<file path="src/rtl/fetch_stage.sv">
// fetch_stage: IF stage of the pipelined RV32I core.
// Holds the PC and drives the instruction memory and the BHT lookup. It forms
// the next PC from the BHT taken bit and a direct-mapped BTB, then registers the
// fetched instruction into IF/ID. When EX reports a mispredict, it redirects
// the PC and flushes IF/ID.
module fetch_stage #(
  parameter logic [31:0] RESET_PC     = 32'h0000_0000,
  parameter int          BTB_SIZE     = 64,
  parameter int          BTB_IDX_BITS = 6
) (
  input  logic        clk,
  input  logic        reset,
  input  logic        stall,
  output logic [31:0] imem_addr,
  input  logic [31:0] imem_rdata,
  output logic [31:0] bht_addr,
  input  logic        bht_taken,
  input  logic        ex_valid,
  input  logic [31:0] ex_pc,
  input  logic        ex_taken,
  input  logic [31:0] ex_target,
  input  logic        ex_pred_taken,
  input  logic [31:0] ex_pred_target,
  output logic        mispredict,
  output logic        if_id_valid,
  output logic [31:0] if_id_instr,
  output logic [31:0] if_id_pc,
  output logic        if_id_pred_taken,
  output logic [31:0] if_id_pred_target
);

  localparam int          TAG_W  = 30 - BTB_IDX_BITS;
  localparam logic [31:0] NOP    = 32'h0000_0013;
  localparam logic [31:0] PC_RST = {RESET_PC[31:2], 2'b00};

  // BTB storage: only the valid bits need a reset; tag/target are qualified by valid.
  logic [BTB_SIZE-1:0] r_btb_valid;
  logic [TAG_W-1:0]    r_btb_tag    [BTB_SIZE];
  logic [29:0]         r_btb_target [BTB_SIZE];

  logic [31:0] r_pc;
  logic        r_if_id_valid;
  logic [31:0] r_if_id_instr;
  logic [31:0] r_if_id_pc;
  logic        r_if_id_pred_taken;
  logic [31:0] r_if_id_pred_target;

  logic [BTB_IDX_BITS-1:0] w_idx;
  logic [TAG_W-1:0]        w_tag;
  logic                    w_hit;
  logic                    w_pred;
  logic [31:0]             w_btb_tgt;
  logic [31:0]             w_pred_next;
  logic [BTB_IDX_BITS-1:0] w_ex_idx;
  logic                    w_btb_wr;
  logic [31:0]             w_fix_next;
  logic                    w_unused;

  // Lookup side: the BTB is read with the current PC.
  assign w_idx       = r_pc[BTB_IDX_BITS+1:2];
  assign w_tag       = r_pc[31:BTB_IDX_BITS+2];
  assign w_hit       = r_btb_valid[w_idx] && (r_btb_tag[w_idx] == w_tag);
  // A BHT "taken" without a BTB hit has no target, so fall back to not-taken.
  assign w_pred      = bht_taken && w_hit;
  assign w_btb_tgt   = {r_btb_target[w_idx], 2'b00};
  assign w_pred_next = w_pred ? w_btb_tgt : (r_pc + 32'd4);

  // Resolve side. The low two address bits are never meaningful, so compare only [31:2].
  assign w_ex_idx   = ex_pc[BTB_IDX_BITS+1:2];
  assign w_btb_wr   = ex_valid && ex_taken;
  assign mispredict = ex_valid && ((ex_taken != ex_pred_taken) ||
                      (ex_taken && (ex_pred_target[31:2] != ex_target[31:2])));
  assign w_fix_next = ex_taken ? {ex_target[31:2], 2'b00}
                               : {ex_pc[31:2] + 30'd1, 2'b00};

  assign w_unused = ^{ex_pc[1:0], ex_target[1:0], ex_pred_target[1:0]};

  assign imem_addr         = r_pc;
  assign bht_addr          = r_pc;
  assign if_id_valid       = r_if_id_valid;
  assign if_id_instr       = r_if_id_instr;
  assign if_id_pc          = r_if_id_pc;
  assign if_id_pred_taken  = r_if_id_pred_taken;
  assign if_id_pred_target = r_if_id_pred_target;

  // BTB valid bits: set on any taken resolution; stall does not block training.
  always_ff @(posedge clk or posedge reset) begin
    if (reset)         r_btb_valid           <= '0;
    else if (w_btb_wr) r_btb_valid[w_ex_idx] <= 1'b1;
  end

  // BTB tag/target write; a same-cycle lookup sees the pre-edge contents.
  always_ff @(posedge clk) begin
    if (w_btb_wr) begin
      r_btb_tag[w_ex_idx]    <= ex_pc[31:BTB_IDX_BITS+2];
      r_btb_target[w_ex_idx] <= ex_target[31:2];
    end
  end

  // PC and IF/ID register. Priority: reset, then redirect, then stall, then advance.
  always_ff @(posedge clk or posedge reset) begin
    if (reset) begin
      r_pc                <= PC_RST;
      r_if_id_valid       <= 1'b0;
      r_if_id_instr       <= NOP;
      r_if_id_pc          <= '0;
      r_if_id_pred_taken  <= 1'b0;
      r_if_id_pred_target <= '0;
    end else if (mispredict) begin
      r_pc                <= w_fix_next;
      r_if_id_valid       <= 1'b0;
      r_if_id_instr       <= NOP;
      r_if_id_pc          <= '0;
      r_if_id_pred_taken  <= 1'b0;
      r_if_id_pred_target <= '0;
    end else if (!stall) begin
      r_pc                <= w_pred_next;
      r_if_id_valid       <= 1'b1;
      r_if_id_instr       <= imem_rdata;
      r_if_id_pc          <= r_pc;
      r_if_id_pred_taken  <= w_pred;
      r_if_id_pred_target <= w_pred ? w_btb_tgt : 32'd0;
    end
  end

endmodule

</file>
<file path="config.mk">
export PLATFORM = sky130hd
export DESIGN_NAME = fetch_stage
export DESIGN_NICKNAME = d
export VERILOG_FILES = /design/src/rtl/fetch_stage.sv
export SDC_FILE = /design/constraint.sdc
export NUM_CORES = 2
export LEC_CHECK = 0
export ABC_AREA = 1
export CAP_MARGIN = 10
export CORE_MARGIN = 8
export CORE_UTILIZATION = 40
export CTS_BUF_LIST = sky130_fd_sc_hd__clkbuf_2
export DETAILED_ROUTE_END_ITERATION = 6
export PLACE_DENSITY = 0.61
export REMOVE_ABC_BUFFERS = 1
export SLEW_MARGIN = 20
export SYNTH_ARGS = -nofsm -noshare
export SYNTH_HDL_FRONTEND = slang
export SYNTH_SLANG_ARGS = --single-unit
</file>
<file path="constraint.sdc">
create_clock -name clk -period 8.5 [get_ports clk]
set_input_delay 1.7 -clock clk [delete_from_list [all_inputs] [get_ports clk]]
set_output_delay 1.7 -clock clk [all_outputs]
set_load 0.01 [all_outputs]
</file>
==> summary.md <==
| Metric | Value |
|---|---|
| RR Endpoint | if_id_pred_target[2]$_DFFE_PP0P_ |
| Ys async rst share | 5.19% |
| Synth Area in Compound Gates | 8.62% |
| Dpl hpwl | 278000 um |
| Reg-to-reg slack, setup | 1.75 ns |
| I/O pin count | 298 |
| Setup WS post-layout | 1.73 ns |
| Switching power | 0.0123 W |
| DR DRC count | 0 |
| Final setup violation count | 0 |
| Net Sw Frac | 32.1% |
| Hold endpoint | r_btb_target[42][17]$_DFFE_PP_ |
| CTS tree | done |
| Sequential share of the synthesized area | 73.1% |
| Setup CP Type | reg2out |
| Top_reg_cell synth | edfxtp_1 |
| Chip height | 625 um |
| Adder-cell share of the synthesized area | 0.0169% |
| Fin. max-slew vios | 0 |
| DR iter-0 viols | 14400 |
| RSZ-0062 raised after global routing | no |
| Yosys Warn Count | 0 |
| Worst Hold Class | in2reg |
| Area growth, synth to finish | 11.6% |
| Number of buffers inserted by port buffering | 285 |
| Top cell type by total area after synthesis | edfxtp_1 |
| Status | finished, final reports clean |
| Post-Synthesis Cells | 12500 |
| Die X | 625 um |
| Post-synthesis mux area share | 0% |
| TritonCTS buffer count | 861 |
| Int Power | 0.0259 W |
| Share of cells above drive strength 1 | 13.1% |
| Largest family of logic cells by synthesized area | simple AND/OR/NAND/NOR gates |
| EDFF count, synth | 3456 |
| Clock sink count | 3645 |
| Vias per inst | 5.61 |
| Hold Crit Start | ex_target[19] |
| Pwr dens | 231 nW/um^2 |
| Yosys cell types | 51 |
| Reg clk slew, reported paths | 0.11 ns |
| DP Worst Slack | 2.05 ns |
| Initial Utilization | 40.2% |
| Largest net degree at the start of global routing | 227 |
| CTS max path bufs | 4 |
| Clk_skew | 0.256 ns |
| Measured slew at the worst slew-check pin | 1.19 ns |
| Latest clock arrival within the worst-skew pair | 2.35 ns |
| Arr. time, crit path | 5.07 ns |
| Sequential Power Share | 52.4% |
| #FFs+latches synth | 3645 |
| Post-layout nets | 13300 |
| Detail Route Antenna Nets | 0 |
| Clk root buf | clkbuf_2 |
| Row count | 223 |
| Startpoint type of the worst setup path | flop |
| Synth Area in XOR/XNOR | 0.289% |
| Max-capacitance violation count | 0 |
| WL per Instance | 27.3 um |
| Synth Cell Area | 148000 sq um |
| Slew headroom | 20.3% |
| Crit-path max FO | 44 |
| Post-synth top area share | 69.9% |
| Clock share of power | 30.0% |
| Setup Fix Bufs, Post-CTS | 0 |
| Final WL | 515000 um |
| Routability cong. | 0.918 |
| CP endpoint kind | primary output |
| Final std cells w/o fill | 18800 |
| Initial antenna violation count | 39 |
| Final Cycle Share | 79.6% |
| Synth area leaders | edfxtp_1 (70%), nand2_1 (5.9%), o21ai_0 (4.8%) |
| DIE AREA | 391000 sq um |
| Hold depth | 2 |
| Final Hold Violating Endpoints | 0 |
| All-Layer GR Usage | 25.3% |
| Via count | 106000 |
| Crit path time final | 6.77 ns |
| Worst vdd ir | 0.167 mV |
| Remaining Overflow, GRT | 0 |
| Core area | 369000 sq um |
| Global-route wire length before repair | 716000 um |
| Placed cells | 17200 |
| Tot Pwr | 0.0382 W |
| Vias in the first global route | 99100 |
| Worst EP required | 6.80 ns |
| Drt pass-1 iters | 6 |
| H-Tree Level Count | 6 |
| Fmax | 148 MHz |
| Leak pwr | 59.8 nW |
| Syn Area/Cell | 11.9 sq um |
| Reg2reg start | bht_addr[2]$_DFFE_PP0P_ |
| R2r worst-path depth | 21 |
| Gate power share | 17.6% |
| Simple-Gate Fraction of Synth Area | 13.9% |
==> power by group through the flow <==
stage                     sequential (W)  combinational, W  clock, W
after floorplan                   0.0207           0.00480         0
after global placement            0.0204           0.00656         0
after detailed placement          0.0204           0.00659         0
after CTS                         0.0200           0.00664    0.0117
after global routing              0.0200           0.00725    0.0125
final                             0.0200           0.00672    0.0115
==> placed cells by master (no fill, tap or decap), types with 194 or more instances in the layout <==
cell type	count
inv_1	601
nand2_1	2331
o21ai_0	1423
clkdlybuf4s50_1	230
edfxtp_1	3456
o22ai_1	293
buf_4	241
clkbuf_2	1218
o221ai_1	194
clkinv_1	234
nand3_1	854
nor2_1	1714
==> cells by family (layout without fill, tap and decap cells) <==
kind of cell    Yosys count  after routing
simple gates           5125           5125
other cells               1             29
xor+xnor                 49             49
fa+ha+maj                 2              2
compound gates         2239           2239
buf+inv                1440           2806
flops                  3645           3645
==> cell usage after synthesis, drive strengths merged, types with 2 or more instances <==
master and count:
ha 2, dfrtp 186, or2 76, buf 402, nand3 854, xnor2 13
nand2 2334, nand4 39, o221ai 194, o21ai 1426, a221oi 4, nor3 21
and3 4, a32o 6, inv 613, o21a 2, o22ai 293, edfxtp 3456
a221o 2, a31oi 22, a22o 30, o2111ai 4, nor4b 2, nand3b 2
o211ai 77, a21oi 148, o21bai 21, xor2 36, a211o 3, o22a 3
dfstp 3, clkbuf 423, nor4 7, o31ai 2, clkinv 2, nor2 1784
==> stage by stage <==
stage | hold WS, ns | utilization, % | setup TNS, ns | area (sq um)
6_report | 0.229 | 44.9 | 0 | 166000
5_1_grt | 0.0517 | 44.9 | 0 | 166000
4_1_cts | 0.00668 | 44.9 | 0 | 166000
3_5_place_dp | 0.440 | 42.5 | 0 | 157000
3_3_place_gp | 0.435 | 42.5 | 0 | 157000
2_1_floorplan | 0.424 | - | -7097.21 | 145000
==> flip-flops by register name, indices dropped and copies added (netlist names) <==
register	count
bht_addr	30
if_id_pred_taken	1
if_id_pc	31
if_id_valid	1
if_id_pred_target	30
r_btb_tag	1536
if_id_instr	32
r_btb_valid	64
r_btb_target	1920
==> critical path, cell delays in order (launching register included) <==
cell	delay [ns]
dfrtp_4	0.95
buf_4	0.67
buf_4	0.49
clkdlybuf4s50_1	0.63
==> worst max path at each step <==
| stage | from | to | cells past startpoint |
|---|---|---|---|
| final | bht_addr[4]$_DFFE_PP0P_ | imem_addr[4] | 3 |
| after global routing | bht_addr[4]$_DFFE_PP0P_ | imem_addr[4] | 3 |
| after CTS | bht_addr[4]$_DFFE_PP0P_ | imem_addr[4] | 3 |
| after detailed placement | bht_addr[5]$_DFFE_PP0P_ | bht_addr[4]$_DFFE_PP0P_ | 23 |
| after global placement | bht_addr[5]$_DFFE_PP0P_ | bht_addr[2]$_DFFE_PP0P_ | 23 |
| after floorplan | bht_addr[2]$_DFFE_PP0P_ | bht_addr[3]$_DFFE_PP0P_ | 22 |
==> timing repair <==
| action | in CTS | in global routing |
|---|---|---|
| hold buffers | 78 | 0 |
| endpoints found under the hold margin | 1480 | 0 |
| gates resized for setup | 0 | 0 |
==> layout make-up <==
cell class                 instances  area, sq um
fill                           34000       203000
sequential                      3645       109000
tap                             4950         6190
inverter                         615         2360
clock inverter                   316         1770
clock buffer                    1218         6100
multi-input combinational       7421        34500
timing repair buffer             657         6250
antenna                           23         57.6
==> layer usage <==
| metal | vias up | track usage [%] | part of all wire [%] |
|---|---|---|---|
| met2 | 6071 | 39.3 | 45 |
| met5 | - | 0 | 0.021 |
| met3 | 1309 | 5.38 | 11 |
| met1 | 52200 | 32.1 | 37 |
| li1 | 46100 | - | - |
| met4 | 16 | 16.5 | 7.3 |
Note: power is estimated with default switching activity, not from simulation.
